<file path="src/rtl/stream_pkg.sv">
// stream_pkg: shared types and constants for the stream packet FIFO.
//   state_e    : overflow handling state (ST_ACCEPT, ST_DROP)
//   DROP_CNT_W : width of the dropped-packet counter
//   sat_inc    : saturating increment for the drop counter
package stream_pkg;

    typedef enum logic [0:0] {
        ST_ACCEPT = 1'b0,
        ST_DROP   = 1'b1
    } state_e;

    localparam int DROP_CNT_W = 16;

    function automatic logic [DROP_CNT_W-1:0] sat_inc(input logic [DROP_CNT_W-1:0] val);
        return (val == '1) ? val : val + DROP_CNT_W'(1);
    endfunction

endpackage

</file>
<file path="src/rtl/stream_sdp_ram.sv">
// stream_sdp_ram: simple dual-port storage, synchronous write, asynchronous read.
// Ports:
//   clk     - clock
//   we_i    - write enable
//   waddr_i - write address
//   wdata_i - write data
//   raddr_i - read address
//   rdata_o - read data (combinational from storage)
// Contents are intentionally not reset.
module stream_sdp_ram #(
    parameter  int WIDTH = 10,
    parameter  int DEPTH = 16,
    localparam int AW    = $clog2(DEPTH)
) (
    input  logic             clk,
    input  logic             we_i,
    input  logic [AW-1:0]    waddr_i,
    input  logic [WIDTH-1:0] wdata_i,
    input  logic [AW-1:0]    raddr_i,
    output logic [WIDTH-1:0] rdata_o
);

    logic [WIDTH-1:0] mem_q [DEPTH];

    always_ff @(posedge clk) begin
        if (we_i) begin
            mem_q[waddr_i] <= wdata_i;
        end
    end

    assign rdata_o = mem_q[raddr_i];

endmodule

</file>
<file path="src/rtl/stream_pkt_fifo.sv">
// stream_pkt_fifo: store-and-forward packet FIFO for one crossbar master port.
// A packet becomes visible at the output only after its last word is written.
// Ports:
//   clk, rst_n                                - clock, async active-low reset
//   s_data_i/s_id_i/s_last_i/s_valid_i/s_ready_o - input stream
//   m_data_o/m_id_o/m_last_o/m_valid_o/m_ready_i - output stream
//   pkt_count_o                               - complete packets held
//   drop_count_o                              - dropped packets (saturating)
// Build option: define STREAM_PKT_FIFO_DROP_EN to drop packets that overflow
// the buffer; otherwise an oversized packet stalls the input permanently.
//
// state     | meaning
// ST_ACCEPT | words are written into the buffer
// ST_DROP   | remainder of an overflowing packet is discarded
module stream_pkt_fifo
    import stream_pkg::*;
#(
    parameter  int T_DATA_WIDTH = 8,
    parameter  int S_DATA_COUNT = 2,
    parameter  int DEPTH        = 16,
    localparam int T_ID___WIDTH = $clog2(S_DATA_COUNT),
    localparam int CNT_W        = $clog2(DEPTH + 1)
) (
    input  logic                    clk,
    input  logic                    rst_n,
    input  logic [T_DATA_WIDTH-1:0] s_data_i,
    input  logic [T_ID___WIDTH-1:0] s_id_i,
    input  logic                    s_last_i,
    input  logic                    s_valid_i,
    output logic                    s_ready_o,
    output logic [T_DATA_WIDTH-1:0] m_data_o,
    output logic [T_ID___WIDTH-1:0] m_id_o,
    output logic                    m_last_o,
    output logic                    m_valid_o,
    input  logic                    m_ready_i,
    output logic [CNT_W-1:0]        pkt_count_o,
    output logic [DROP_CNT_W-1:0]   drop_count_o
);

    localparam int AW = $clog2(DEPTH);
    localparam int PW = AW + 1;
    localparam int EW = T_DATA_WIDTH + T_ID___WIDTH + 1;

    logic [PW-1:0]    wr_ptr_q, wr_ptr_d;
    logic [PW-1:0]    commit_ptr_q, commit_ptr_d;
    logic [PW-1:0]    rd_ptr_q, rd_ptr_d;
    logic [CNT_W-1:0] pkt_cnt_q, pkt_cnt_d;
    logic             rdy_en_q, rdy_en_d;
    logic [PW-1:0]    used;
    logic             full;
    logic             partial;
    logic             wr_en;
    logic             commit;
    logic             rd_last;
    logic [EW-1:0]    rd_entry;

    assign used      = wr_ptr_q - rd_ptr_q;
    assign full      = (used == PW'(DEPTH));
    assign partial   = (wr_ptr_q != commit_ptr_q);
    assign m_valid_o = (commit_ptr_q != rd_ptr_q);

    assign {m_data_o, m_id_o, m_last_o} = rd_entry;
    assign pkt_count_o = pkt_cnt_q;

`ifdef STREAM_PKT_FIFO_DROP_EN
    state_e                state_q, state_d;
    logic [DROP_CNT_W-1:0] drop_cnt_q, drop_cnt_d;
    assign drop_count_o = drop_cnt_q;
`else
    assign drop_count_o = '0;
`endif

    always_comb begin
        wr_ptr_d     = wr_ptr_q;
        commit_ptr_d = commit_ptr_q;
        rd_ptr_d     = rd_ptr_q;
        pkt_cnt_d    = pkt_cnt_q;
        rdy_en_d     = 1'b1;
        wr_en        = 1'b0;
`ifdef STREAM_PKT_FIFO_DROP_EN
        state_d    = state_q;
        drop_cnt_d = drop_cnt_q;
        // Ready stays high when full with a partial packet so that packet can
        // be detected as oversized and dropped instead of deadlocking.
        if (state_q == ST_DROP) begin
            s_ready_o = rdy_en_q;
        end else begin
            s_ready_o = rdy_en_q & (~full | partial);
        end
        if (s_valid_i && s_ready_o) begin
            if (state_q == ST_DROP) begin
                if (s_last_i) begin
                    state_d = ST_ACCEPT;
                end
            end else if (full) begin
                wr_ptr_d   = commit_ptr_q;
                drop_cnt_d = sat_inc(drop_cnt_q);
                if (!s_last_i) begin
                    state_d = ST_DROP;
                end
            end else begin
                wr_en = 1'b1;
            end
        end
`else
        s_ready_o = rdy_en_q & ~full;
        wr_en     = s_valid_i & s_ready_o;
`endif
        if (wr_en) begin
            wr_ptr_d = wr_ptr_q + PW'(1);
            if (s_last_i) begin
                commit_ptr_d = wr_ptr_q + PW'(1);
            end
        end
        if (m_valid_o && m_ready_i) begin
            rd_ptr_d = rd_ptr_q + PW'(1);
        end
        commit  = wr_en & s_last_i;
        rd_last = m_valid_o & m_ready_i & m_last_o;
        case ({commit, rd_last})
            2'b10:   pkt_cnt_d = pkt_cnt_q + CNT_W'(1);
            2'b01:   pkt_cnt_d = pkt_cnt_q - CNT_W'(1);
            default: pkt_cnt_d = pkt_cnt_q;
        endcase
    end

    always_ff @(posedge clk or negedge rst_n) begin
        if (!rst_n) begin
            wr_ptr_q     <= '0;
            commit_ptr_q <= '0;
            rd_ptr_q     <= '0;
            pkt_cnt_q    <= '0;
            rdy_en_q     <= 1'b0;
`ifdef STREAM_PKT_FIFO_DROP_EN
            state_q      <= ST_ACCEPT;
            drop_cnt_q   <= '0;
`endif
        end else begin
            wr_ptr_q     <= wr_ptr_d;
            commit_ptr_q <= commit_ptr_d;
            rd_ptr_q     <= rd_ptr_d;
            pkt_cnt_q    <= pkt_cnt_d;
            rdy_en_q     <= rdy_en_d;
`ifdef STREAM_PKT_FIFO_DROP_EN
            state_q      <= state_d;
            drop_cnt_q   <= drop_cnt_d;
`endif
        end
    end

    stream_sdp_ram #(
        .WIDTH (EW),
        .DEPTH (DEPTH)
    ) u_ram (
        .clk     (clk),
        .we_i    (wr_en),
        .waddr_i (wr_ptr_q[AW-1:0]),
        .wdata_i ({s_data_i, s_id_i, s_last_i}),
        .raddr_i (rd_ptr_q[AW-1:0]),
        .rdata_o (rd_entry)
    );

endmodule

</file>
<file path="config.mk">
export PLATFORM = sky130hd
export DESIGN_NAME = stream_pkt_fifo
export DESIGN_NICKNAME = d
export VERILOG_FILES = /design/src/rtl/stream_pkg.sv /design/src/rtl/stream_sdp_ram.sv /design/src/rtl/stream_pkt_fifo.sv
export SDC_FILE = /design/constraint.sdc
export NUM_CORES = 1
export LEC_CHECK = 0
export CAP_MARGIN = 20
export CORE_MARGIN = 5
export CORE_UTILIZATION = 59
export CTS_CLUSTER_SIZE = 28
export DETAILED_ROUTE_END_ITERATION = 6
export PLACE_DENSITY = 0.79
export SLEW_MARGIN = 30
export SYNTH_ARGS = -nofsm -noshare
export SYNTH_HDL_FRONTEND = slang
export SYNTH_SLANG_ARGS = --single-unit
</file>
<file path="constraint.sdc">
create_clock -name clk -period 5.15 [get_ports clk]
set_clock_uncertainty 0.15 [all_clocks]
set_input_delay 1.2875 -clock clk [delete_from_list [all_inputs] [get_ports clk]]
set_output_delay 1.2875 -clock clk [all_outputs]
set_load 0.005 [all_outputs]
</file>
# Yosys cells after proc, flatten, opt, wreduce, memory -nomap -nowiden
# Memory sizes are Yosys's and may differ from the RTL's.
# Index checks and enable logic that the tools add are counted.
# totals
latch_bits	0
register_bits	21
output_inout_bits	33
n_memories	1
rom_bits	0
ramBits	160
# classes
order_cmp	0
n_shift	0
reduce_logical	3
multipliers	0
n_eq_ne	4
div	0
bitwise_logic	6
n_mux	3
n_addsub	5
# memory_table
name	words	word_bits	rd	rd_clocked_by_memory_dff	wr	line	text
u_ram.mem_q	16	10	1	0	1	stream_sdp_ram.sv:23	logic [WIDTH-1:0] mem_q [DEPTH];
# ops
operator	n
5-bit by 1-bit adder with 5-bit output, second input constant	3
5-bit case mux with 2 select lines	1
1-bit AND	5
5-bit equality test, second input constant	1
5-bit inequality test	1
5-bit by 1-bit subtractor with 5-bit output, second input constant	1
5-bit subtractor	1
2-bit by 1-bit equality test with 1-bit output, second input constant	1
2-bit equality test, second input constant	1
1-bit 2-to-1 mux	2
2-bit AND reduction	1
2-bit nonzero test	1
1-bit logical AND	1
1-bit inverter	1

# Logic depth before layout (Yosys ltp)
# depth
word_depth	8
mapped_depth	18

# By module
# Synthesis repeated with hierarchy kept, for this count alone.
# unflattened
cells_unflattened	396
hier_area_um2	7479.7
# modules_own_cells
mod	area_per_inst_um2	cells_each	instances	seq_area_each_um2
stream_sdp_ram	6153.4	269	1	4804.6
stream_pkt_fifo	1326.3	127	1	525.5

# Worst setup path before layout
# OpenSTA, ideal clock, no wires.
# synth_timing
path_type	register -> register
from	register rd_ptr_q[2]
to	register pkt_cnt_q[4] (netlist: pkt_count_o[4])
path_buffers	3
stages_incl_launch_ff	18
arrival_time_ns	3.630
path_slack_ns	1.291
setup_ns	0.079
path_cell_list	dfrtp_1 clkbuf_1 buf_1 inv_1 clkbuf_1 ha_1 nand2b_1 a31oi_1 a2111oi_4 nor3b_2 inv_1 ha_1 ha_1 nor2b_1 o21ai_0 a21oi_1 nor3_1 xor2_1
# synth_between
elab_chain_cells	8
word_cells_on_any_way	14
classes_between	add/sub (1); eq/ne (4); mux (1); bitwise (6); reduce/logical (1); memory (1)
# synth_rtl
element	line	text
start, declared	stream_pkt_fifo.sv:46	logic [PW-1:0] rd_ptr_q, rd_ptr_d;
start signal, assigned	stream_pkt_fifo.sv:141	rd_ptr_q <= rd_ptr_d;
5-bit subtractor	stream_pkt_fifo.sv:57	assign used = wr_ptr_q - rd_ptr_q;
5-bit equality test	stream_pkt_fifo.sv:58	assign full = (used == PW'(DEPTH));
1-bit inverter	stream_pkt_fifo.sv:106	s_ready_o = rdy_en_q & ~full;
1-bit AND	stream_pkt_fifo.sv:106	
1-bit AND	stream_pkt_fifo.sv:107	wr_en = s_valid_i & s_ready_o;
1-bit AND	stream_pkt_fifo.sv:118	commit = wr_en & s_last_i;
2-bit by 1-bit equality test with 1-bit output or 2-bit equality test (tied branches)	stream_pkt_fifo.sv:120	case ({commit, rd_last})
5-bit case mux with 2 select lines or 2-bit nonzero test (tied branches)	-	
end signal, assigned	stream_pkt_fifo.sv:142	pkt_cnt_q <= pkt_cnt_d;
end, declared	stream_pkt_fifo.sv:47	logic [CNT_W-1:0] pkt_cnt_q, pkt_cnt_d;
# Parallel ways exist; a longest one is shown, timed or not.
# A chain may end at the register's enable or synchronous reset.

# Worst setup path in the final report
# layout_timing
from	register rd_ptr_q[2]
to	output s_ready_o
# layout_between
elab_chain_cells	4
# layout_rtl
element	line	text
5-bit subtractor	stream_pkt_fifo.sv:57	
5-bit equality test	stream_pkt_fifo.sv:58	
1-bit inverter	stream_pkt_fifo.sv:106	
1-bit AND	stream_pkt_fifo.sv:106	
end, declared	stream_pkt_fifo.sv:30	output logic s_ready_o,
# No other way between the ends.

==> metrics <==
Starting Density 0.600; Post-CTS Hold Buffers 0; Vias/cell 5.89; Routed WL 15100 um; Die W around 120 um; class of the worst hold path reg2reg; Worst-Margin Slew 0.870 ns; Post-synth EDFFs 160; Fmax achieved between 0.2 and 0.25 GHz; Worst EP arrival 3.20 ns; HPWL Detailed 9150 um; CTS Buffer Depth 2; Yosys top cell area share 0.635; DR iter-0 viols between 500 and 600; register area share after synthesis 0.704; max_slew headroom 0.420; adder-cell share of the synthesized area 0.0241; commonest cells in the netlist edfxtp_1, nand2_1, mux4_2; PostCTS Resize Cnt 0; Setup WS pre-CTS 0.774 ns; CTS tree done; final setup vio count 0; post-route minimum period 4.63 ns; worst-path fanout max 13; mux share of post-synthesis cell area 0.129; first-pass GRT wire length 23400 um; Worst Setup SP rd_ptr_q[2]$_DFFE_PN0P_; layout cell share with drive strength beyond 1 0.183; post-CTS setup repair buffer count 0; Final ANT Viol Nets 0; R2R depth 14; Die Area approximately 15000 um2; vias post-DR about 3800; Final Max Tran Viols 0; Synth area leader edfxtp_1; overall routing resource usage 0.217; drt pass-1 iters 6; flop-to-flop setup slack 0.87 ns; WL/cell approximately 23 um; power per cell area between 500 and 600 nW/um2; r2r endpoint pkt_count_o[4]$_DFFE_PN0P_; CP endpoint kind output port; post-route setup slack 0.515 ns; Die Height 123 um; Synth Area in Compound Gates 0.0205; Clock Latency Late Sink approximately 0.42 ns; ys async rst share 0.116; Layout area overhead 13.9%; synthesized area 7570 um2; leak pwr 3.03 nW; Core ar. 12600 um2; num rows 41; number of max-cap violations 0; Crit. path cell count 6; I/O Buffers 30; GR Overflow Total 0; Synth Area in XOR/XNOR 0.0255; Residual DRC 0; flop and latch count out of synthesis 181; initial antenna violation count 0; count leader, synth edfxtp_1; Crit-path slowest cell dfrtp_1; final hold vios 0; Clock Pin Slew Worst Setup and Hold Paths 0.07 ns; setup TNS 0 ns; Syn Area/Cell between 15 and 20 um2; Critical path buffers and inverters 2; Syn. warnings 0; Worst path max stage delay roughly 0.75 ns; simple-gate share of the synthesized area 0.0608; cell count after synthesis 430; dominant cells by area after synthesis edfxtp_1, mux4_2, dfrtp_1; Final Cycle Share 0.900; unrepaired setup endpoints after global routing no; crit path kind reg2out; nets 490; GPL Wtd Cong ~0.78; Storage cell area 5330 um2; FILL cells approximately 820; Reg-to-Reg Start rd_ptr_q[2]$_DFFE_PN0P_; largest family of logic cells by synthesized area multiplexers; CP Capture Point s_ready_o; WP data required around 3.7 ns; H-tree depth 4; n_diodes 0; critical path, cell by cell inv_1 -> ha_1 -> a31oi_1 -> a2111oi_4 -> nor2b_1 -> clkdlybuf4s50_1; IR drop worst, VDD 0.285 mV; vias in the first global route 3994; hold depth 1; startpoint types register; Multi-input gate area 2030 um2; clock sinks between 150 and 200; top cell family by delay on the critical path buffers and inverters; largest net degree at the start of global routing 35; io pins 47; ys flop type edfxtp_1; Num CTS Buffers 17; CTS root buf clkbuf_16; count of cell types in the netlist 33; status finished clean
## sequential cells by signal (all words and copies together), names as in the netlist
name and flops:
commit_ptr_q 5, wr_ptr_q 5, rd_ptr_q 5, pkt_count_o 5
rdy_en_q 1, u_ram.mem_q 160
## final cells by class
| class | count | area share |
|---|---|---|
| Timing Repair Buffer | 34 | 0.0392 |
| Sequential cell | 181 | 0.618 |
| Tap cell | 172 | 0.0250 |
| Clock inverter | 14 | 0.0257 |
| Inverter | 14 | 0.00609 |
| Multi-Input combinational cell | 214 | 0.236 |
| Clock buffer | 18 | 0.0498 |
## worst register-to-register path, cell delays in order (launching register included)
cell and delay (ns):
dfrtp_1 0.75, inv_1 0.44, ha_1 0.35, nand2b_1 0.14, a31oi_1 0.28, a2111oi_4 0.11
nor3b_2 0.46, inv_1 0.10, ha_1 0.27, ha_1 0.33, nor2b_1 0.14, o21ai_0 0.21
a21oi_1 0.11, nor3_1 0.21, xor2_1 0.16
## through the flow
stage | utilization | instances | power [mW] | hold slack (ns) | instance area [um2]
after global placement | 0.632 | 615 | 3.51 | 0.318 | 7980
final | 0.683 | 647 | 4.94 | 0.316 | 8620
after floorplan | - | 445 | 3.00 | 0.315 | 7620
after CTS | 0.684 | 647 | 4.97 | 0.327 | 8630
after detailed placement | 0.632 | 615 | 3.56 | 0.318 | 7980
after global routing | 0.683 | 647 | 5.20 | 0.337 | 8620
## logic make-up after synthesis
| logic type | Yosys count |
|---|---|
| flip-flops | 181 |
| AND/OR/NAND/NOR | 92 |
| buffers and inverters | 50 |
| multiplexers | 47 |
| AO/OA/AOI/OAI | 22 |
| XOR/XNOR | 22 |
| adder cells (fa/ha/maj) | 14 |
| other | 2 |
## cells in the final DEF (no fill, tap or decap), types with 2 or more instances in the layout
cell type	instances
xnor2_1	11
xor2_1	11
and2_1	5
clkinv_2	2
o21ai_0	5
nor2b_1	4
conb_1	17
nand4_1	3
nand2_1	46
inv_1	14
ha_1	13
dfrtp_1	20
and3_1	23
buf_4	3
bufinv_16	5
edfxtp_1	160
inv_6	3
nor2_1	4
mux2_2	7
mux4_2	40
a31oi_1	11
clkbuf_16	17
clkinvlp_4	2
nor3_1	2
a21oi_1	2
clkdlybuf4s50_1	29
## metal layers
| metal | GRT usage | share of wire | vias up |
|---|---|---|---|
| li1 | - | - | 1680 |
| met1 | 0.304 | 0.41 | 1939 |
| met2 | 0.338 | 0.50 | 173 |
| met3 | 0.0517 | 0.068 | 22 |
| met4 | 0.0782 | 0.019 | 0 |
| met5 | 0 | 0 | - |
## where the power goes
| group | total [mW] | internal [mW] | switching, mW |
|---|---|---|---|
| Combinational | 1.64 | 0.809 | 0.834 |
| Sequential | 1.89 | 1.75 | 0.139 |
| Clock | 1.41 | 0.868 | 0.539 |
| Total | 4.94 | 3.43 | 1.51 |
## worst min-delay path by stage
stage               slack [ns]                          to                  startpoint
finish                    0.32  pkt_count_o[4]$_DFFE_PN0P_  pkt_count_o[4]$_DFFE_PN0P_
global route              0.34  pkt_count_o[4]$_DFFE_PN0P_  pkt_count_o[4]$_DFFE_PN0P_
CTS                       0.33  pkt_count_o[4]$_DFFE_PN0P_  pkt_count_o[4]$_DFFE_PN0P_
detailed placement        0.32  pkt_count_o[4]$_DFFE_PN0P_  pkt_count_o[4]$_DFFE_PN0P_
global placement          0.32  pkt_count_o[4]$_DFFE_PN0P_  pkt_count_o[4]$_DFFE_PN0P_
floorplan                 0.31  pkt_count_o[4]$_DFFE_PN0P_  pkt_count_o[4]$_DFFE_PN0P_
Note: power is estimated with default switching activity, not from simulation.
